**config.mk**
```make
export PLATFORM = sky130hd
export DESIGN_NAME = eeprom_boot_loader
export DESIGN_NICKNAME = d
export VERILOG_FILES = /design/src/rtl/eeprom_boot_loader.sv
export SDC_FILE = /design/constraint.sdc
export NUM_CORES = 1
export LEC_CHECK = 0
export ABC_CLOCK_PERIOD_IN_PS = 2300
export CAP_MARGIN = 25
export CORE_MARGIN = 10
export CORE_UTILIZATION = 39
export DETAILED_ROUTE_END_ITERATION = 8
export PLACE_DENSITY = 0.66
export SETUP_SLACK_MARGIN = 0.05
export SLEW_MARGIN = 25
export SYNTH_ARGS = -nofsm -noshare
export SYNTH_HDL_FRONTEND = slang
export SYNTH_SLANG_ARGS = --single-unit
export TNS_END_PERCENT = 1
```
**constraint.sdc**
```tcl
create_clock -name clk -period 2.3 [get_ports clk]
set_input_delay 0.46 -clock clk [delete_from_list [all_inputs] [get_ports clk]]
set_output_delay 0.46 -clock clk [all_outputs]
set_load 0.005 [all_outputs]
```
**src/rtl/eeprom_boot_loader.sv**
```systemverilog
// eeprom_boot_loader: copies a fixed EEPROM image into program RAM after reset while
// holding the CPU in halt. Once the copy is done, it gives the EEPROM reader to CPU
// byte reads.
// Optional feature macro: EEPROM_BOOT_LOADER_CHECKSUM_EN. When defined, the loader
// reads one trailer byte after the image and flags a nonzero 8-bit sum.
//
// state   | meaning
// SYNC    | wait for the reader to go idle (it has no reset and may be mid-read)
// B_REQ   | boot copy: raise strobe
// B_ACK   | boot copy: hold strobe until ready drops, then drop strobe
// B_DATA  | boot copy: wait for ready high, capture byte
// B_WRITE | boot copy: RAM write strobe active, advance counters
// K_REQ   | checksum trailer: raise strobe (checksum build only)
// K_ACK   | checksum trailer: wait for acknowledge
// K_DATA  | checksum trailer: capture byte and compare the sum
// FINISH  | release the CPU and mark boot done
// SERVE   | wait for a CPU read request
// C_REQ   | CPU read: raise strobe
// C_ACK   | CPU read: wait for acknowledge
// C_DATA  | CPU read: capture byte, pulse cpu_ready
// C_GAP   | one idle clk so the requester can drop cpu_request
module eeprom_boot_loader #(
   parameter int unsigned LOAD_LENGTH = 1024,
   parameter logic [10:0] EEPROM_BASE = 11'd0,
   parameter logic [15:0] MEM_BASE    = 16'h0000
) (
   input  logic        clk,
   input  logic        reset,
   output logic [10:0] eeprom_address,
   output logic        eeprom_strobe,
   input  logic        eeprom_ready,
   input  logic [7:0]  eeprom_data,
   output logic [15:0] mem_address,
   output logic [7:0]  mem_data,
   output logic        mem_write_enable,
   output logic        cpu_halt,
   output logic        boot_done,
   input  logic [10:0] cpu_address,
   input  logic        cpu_request,
   output logic [7:0]  cpu_data,
   output logic        cpu_ready,
   output logic        checksum_error
);
   typedef enum logic [3:0] {
      SYNC, B_REQ, B_ACK, B_DATA, B_WRITE,
`ifdef EEPROM_BOOT_LOADER_CHECKSUM_EN
      K_REQ, K_ACK, K_DATA,
`endif
      FINISH, SERVE, C_REQ, C_ACK, C_DATA, C_GAP
   } state_t;

   localparam logic [11:0] LEN = 12'(LOAD_LENGTH);

   state_t      state_q, state_d;
   logic [10:0] addr_q, addr_d;
   logic        strobe_q, strobe_d;
   logic [15:0] mem_addr_q, mem_addr_d;
   logic [7:0]  mem_data_q, mem_data_d;
   logic        mem_we_q, mem_we_d;
   logic        halt_q, halt_d;
   logic        done_q, done_d;
   logic [7:0]  cpu_data_q, cpu_data_d;
   logic        cpu_rdy_q, cpu_rdy_d;
   logic [11:0] count_q, count_d;
`ifdef EEPROM_BOOT_LOADER_CHECKSUM_EN
   logic [7:0]  sum_q, sum_d;
   logic        chk_q, chk_d;
`endif

   // State and output registers; all outputs come straight from flops.
   always_ff @(posedge clk) begin
      if (reset) begin
         state_q    <= SYNC;
         addr_q     <= EEPROM_BASE;
         strobe_q   <= 1'b0;
         mem_addr_q <= MEM_BASE;
         mem_data_q <= 8'h00;
         mem_we_q   <= 1'b0;
         halt_q     <= 1'b1;
         done_q     <= 1'b0;
         cpu_data_q <= 8'h00;
         cpu_rdy_q  <= 1'b0;
         count_q    <= 12'd0;
`ifdef EEPROM_BOOT_LOADER_CHECKSUM_EN
         sum_q      <= 8'h00;
         chk_q      <= 1'b0;
`endif
      end else begin
         state_q    <= state_d;
         addr_q     <= addr_d;
         strobe_q   <= strobe_d;
         mem_addr_q <= mem_addr_d;
         mem_data_q <= mem_data_d;
         mem_we_q   <= mem_we_d;
         halt_q     <= halt_d;
         done_q     <= done_d;
         cpu_data_q <= cpu_data_d;
         cpu_rdy_q  <= cpu_rdy_d;
         count_q    <= count_d;
`ifdef EEPROM_BOOT_LOADER_CHECKSUM_EN
         sum_q      <= sum_d;
         chk_q      <= chk_d;
`endif
      end
   end

   // Next-state and next-output logic for the 4-phase reader handshake.
   always_comb begin
      state_d    = state_q;
      addr_d     = addr_q;
      strobe_d   = strobe_q;
      mem_addr_d = mem_addr_q;
      mem_data_d = mem_data_q;
      mem_we_d   = 1'b0;
      halt_d     = halt_q;
      done_d     = done_q;
      cpu_data_d = cpu_data_q;
      cpu_rdy_d  = 1'b0;
      count_d    = count_q;
`ifdef EEPROM_BOOT_LOADER_CHECKSUM_EN
      sum_d      = sum_q;
      chk_d      = chk_q;
`endif
      unique case (state_q)
         SYNC:    if (eeprom_ready) state_d = B_REQ;
         B_REQ:   begin strobe_d = 1'b1; state_d = B_ACK; end
         B_ACK:   if (!eeprom_ready) begin strobe_d = 1'b0; state_d = B_DATA; end
         B_DATA:  if (eeprom_ready) begin
                     mem_data_d = eeprom_data;
                     mem_addr_d = MEM_BASE + 16'(count_q);
                     mem_we_d   = 1'b1;
                     state_d    = B_WRITE;
                  end
         B_WRITE: begin
                     count_d = count_q + 12'd1;
                     addr_d  = addr_q + 11'd1;
`ifdef EEPROM_BOOT_LOADER_CHECKSUM_EN
                     sum_d   = sum_q + mem_data_q;
                     state_d = (count_q + 12'd1 == LEN) ? K_REQ : B_REQ;
`else
                     state_d = (count_q + 12'd1 == LEN) ? FINISH : B_REQ;
`endif
                  end
`ifdef EEPROM_BOOT_LOADER_CHECKSUM_EN
         K_REQ:   begin strobe_d = 1'b1; state_d = K_ACK; end
         K_ACK:   if (!eeprom_ready) begin strobe_d = 1'b0; state_d = K_DATA; end
         K_DATA:  if (eeprom_ready) begin
                     if (8'(sum_q + eeprom_data) != 8'h00) chk_d = 1'b1;
                     state_d = FINISH;
                  end
`endif
         FINISH:  begin halt_d = 1'b0; done_d = 1'b1; state_d = SERVE; end
         SERVE:   if (cpu_request) begin addr_d = cpu_address; state_d = C_REQ; end
         C_REQ:   begin strobe_d = 1'b1; state_d = C_ACK; end
         C_ACK:   if (!eeprom_ready) begin strobe_d = 1'b0; state_d = C_DATA; end
         C_DATA:  if (eeprom_ready) begin
                     cpu_data_d = eeprom_data;
                     cpu_rdy_d  = 1'b1;
                     state_d    = C_GAP;
                  end
         C_GAP:   state_d = SERVE;
         default: state_d = SYNC;
      endcase
   end

   assign eeprom_address   = addr_q;
   assign eeprom_strobe    = strobe_q;
   assign mem_address      = mem_addr_q;
   assign mem_data         = mem_data_q;
   assign mem_write_enable = mem_we_q;
   assign cpu_halt         = halt_q;
   assign boot_done        = done_q;
   assign cpu_data         = cpu_data_q;
   assign cpu_ready        = cpu_rdy_q;
`ifdef EEPROM_BOOT_LOADER_CHECKSUM_EN
   assign checksum_error   = chk_q;
`else
   assign checksum_error   = 1'b0;
`endif
endmodule

```
==> key figures <==
Clocking
  – CTS H-tree depth: 3
  – Root Driver: clkbuf_8
  – Post-CTS Hold Buffers: 0
  – CTS tree: built
  – Number of buffers created by CTS: 9
  – Post-CTS Setup Bufs: 0
  – Clock buffer depth: 2
  – Worst-Skew Late Latency: 0.34 ns
  – Num Clock Sinks: 60
  – Clock transition at path regs: 0.07 ns
  – Cts repair resizes: 0

GRT
  – Global-route wire length before repair: 12.0 mm
  – Initial antenna violation count: 0
  – GRT overflow: 0
  – Largest net degree at the start of global routing: 33
  – Tot GR Track Use: 12.9%
  – Vias in the first global route: 2,381

Yosys
  – Synth cell types: 46
  – Top FF cell, synth: dfxtp_1
  – Post-synthesis instance total: 360
  – FF+latch count, synth: 60
  – Mapped Avg Cell Area: 8.02 um2
  – Sequential-to-total area share from yosys stat: 41.6%
  – FFs w/ async S/R, synth: 0%
  – Post-synthesis cell area: 2890 um2
  – EDFF count, synth: 0
  – Warnings, synthesis: 0

Job
  – Max Cap Viol: 0

Drt
  – Vias per std cell: 4.99
  – WL/cell: 14.1 um
  – DR iter-0 viols: 113
  – DRC violations left: 0
  – First-pass DRT Iterations: 4
  – Vias: 2,609
  – ANT nets after route: 0
  – Routed WL: 7.35 mm

Power and ir drop
  – Int Pwr: 1.70 mW
  – Clock power share: 43.3%
  – Pwr/cell area: 587 nW/um2
  – Combinational share of power: 8.9%
  – Max VDD drop: 0.400 mV
  – Sw Pwr: 534 uW
  – Leakage: 1.27 nW
  – Total power: 2.24 mW
  – Sequential share of power: 47.8%
  – Switching share of power: 23.9%

Timing
  – Rel. slew slack: 66.4%
  – Fin. Hold Viols: 0
  – Worst slew pin tran: 0.505 ns
  – Max Slew Vio Count: 0
  – Setup ws final: 0.482 ns
  – Min Tclk post-route: 1.82 ns
  – RSZ-0062 raised after global routing: false
  – Setup violators final: 0
  – TNS Setup: 0 ns
  – Fmax: 550 MHz
  – Fin Clk Skew: 0.00756 ns
  – Period utilisation layout: 79.0%

Critical path
  – Setup crit start kind: register
  – Crit-path max FO: 8
  – Crit path cell chain: clkdlybuf4s50_1
  – Data required time of the worst path: 1.84 ns
  – Top delay family on crit path: buffers and inverters
  – CP peak stage delay: 0.56 ns
  – CP Buf/Inv Count: 1
  – Worst setup EP type: primary output
  – Slowest-stage cell, CP: clkdlybuf4s50_1
  – Critical Path AT: 1.36 ns
  – Crit path kind: register to primary output

Final layout
  – Final Util: 52.9%
  – Final net count: 445
  – Antenna diodes: 0
  – Final instance count without filler cells: 523
  – Leading cell type in the layout, fill and taps excluded: clkdlybuf4s50_1
  – Area added between synthesis and finish: 32.1%
  – Fraction of layout cells with a size suffix above 1: 8.25%
  – Most frequent cells in the layout: clkdlybuf4s50_1, dfxtp_1, nand2_1

Floorplanning
  – Die Y: 106 um
  – # IOs: 72
  – Die Wd: 106 um
  – Die footprint: 11,200 um2
  – Core Footprint: 7210 um2
  – Initial Util: 40.0%
  – Num rows: 31

Place
  – Number of port buffers: 66
  – Final HPWL DP: 5.23 mm
  – Placed cells: 508
  – Gpl congestion: 0.773
  – Pre-CTS setup slack: 0.232 ns

Status
  – Status: finished, final reports clean

Worst hold path
  – Worst min path class: register to register
==> per-stage QoR <==
stage	area, um2	hold WS (ns)
4_1_cts	3810	0.456
3_5_place_dp	3610	0.437
3_3_place_gp	3610	0.439
2_1_floorplan	2900	0.439
6_report	3810	0.452
5_1_grt	3810	0.476
==> layout make-up <==
type                    instances  area, um2
fillers                       706       3400
multi-input cells             266       1520
flip-flops and latches         60       1200
repair buffers                 77        751
clock buffers                  11        151
well taps                      99        124
clock inverters                 4       48.8
inverters                       6       22.5
==> final timing paths <==
path,to,start,depth (start not counted),slack [ns]
max reg2reg,mem_address[6]$_SDFFE_PP0P_,state_q[0]$_SDFFE_PP0P_,6,0.50
max,eeprom_address[4],eeprom_address[4]$_SDFFE_PP0P_,1,0.48
min reg2reg,mem_address[7]$_SDFFE_PP0P_,mem_address[7]$_SDFFE_PP0P_,2,0.45
min,mem_address[7]$_SDFFE_PP0P_,mem_address[7]$_SDFFE_PP0P_,2,0.45
==> cell families after synthesis <==
logic type	share of synthesized area [%]
XOR/XNOR	5.46
buffers and inverters	6.63
AO/OA/AOI/OAI	16.8
AND/OR/NAND/NOR	25.8
flip-flops	41.6
other	0.130
adder cells (fa/ha/maj)	0.866
multiplexers	2.77
==> Yosys cell counts, types with 2 or more instances <==
library cell | n | area share [%]
a211oi_1 | 8 | 2.1
nand3b_1 | 3 | 0.78
nand4_1 | 7 | 1.5
xnor2_1 | 11 | 3.3
a311oi_1 | 3 | 0.91
buf_4 | 7 | 1.8
buf_2 | 6 | 1.0
nor3_1 | 6 | 1.0
nand2_1 | 59 | 7.7
nand2b_1 | 3 | 0.65
or3_1 | 9 | 1.9
ha_1 | 2 | 0.87
and2_1 | 4 | 0.87
a31oi_1 | 3 | 0.65
nor2_1 | 33 | 4.3
inv_1 | 6 | 0.78
a2bb2oi_1 | 2 | 0.61
o21ai_0 | 22 | 3.8
nand3_1 | 13 | 2.3
dfxtp_1 | 60 | 42
buf_6 | 2 | 0.78
a21oi_1 | 39 | 6.8
xor2_1 | 7 | 2.1
mux2i_1 | 8 | 2.8
clkbuf_1 | 16 | 2.1
==> worst reg2reg max path, delay by kind of cell (launching register included) <==
family	cells	cell delay [ns]
DFF	1	0.57
and+or+nand+nor	3	0.51
buffers and inverters	2	0.52
AOI/OAI and AO/OA	1	0.13
==> state kept, by name, indices dropped and copies added (netlist names) <==
name	count
eeprom_strobe	1
mem_write_enable	1
mem_address	12
count_q	12
boot_done	1
cpu_ready	1
mem_data	8
eeprom_address	11
state_q	4
cpu_data	8
cpu_halt	1
==> power groups by stage <==
stage / logic, mW / registers [mW] / clock network (mW)
final: 0.200 / 1.07 / 0.969
after global routing: 0.221 / 1.07 / 1.04
after CTS: 0.200 / 1.07 / 0.993
after detailed placement: 0.199 / 1.09 / 0
after global placement: 0.198 / 1.09 / 0
after floorplan: 0.128 / 1.09 / 0
==> per-layer routing <==
metal  vias up  wire length, um  GRT usage [%]
met4         0              180           7.16
li1       1353                -              -
met2        48             3570           20.7
met3        12              279           3.02
met5         -                0              0
met1      1196             3320           15.6
Power figures use the tool's default switching activity.
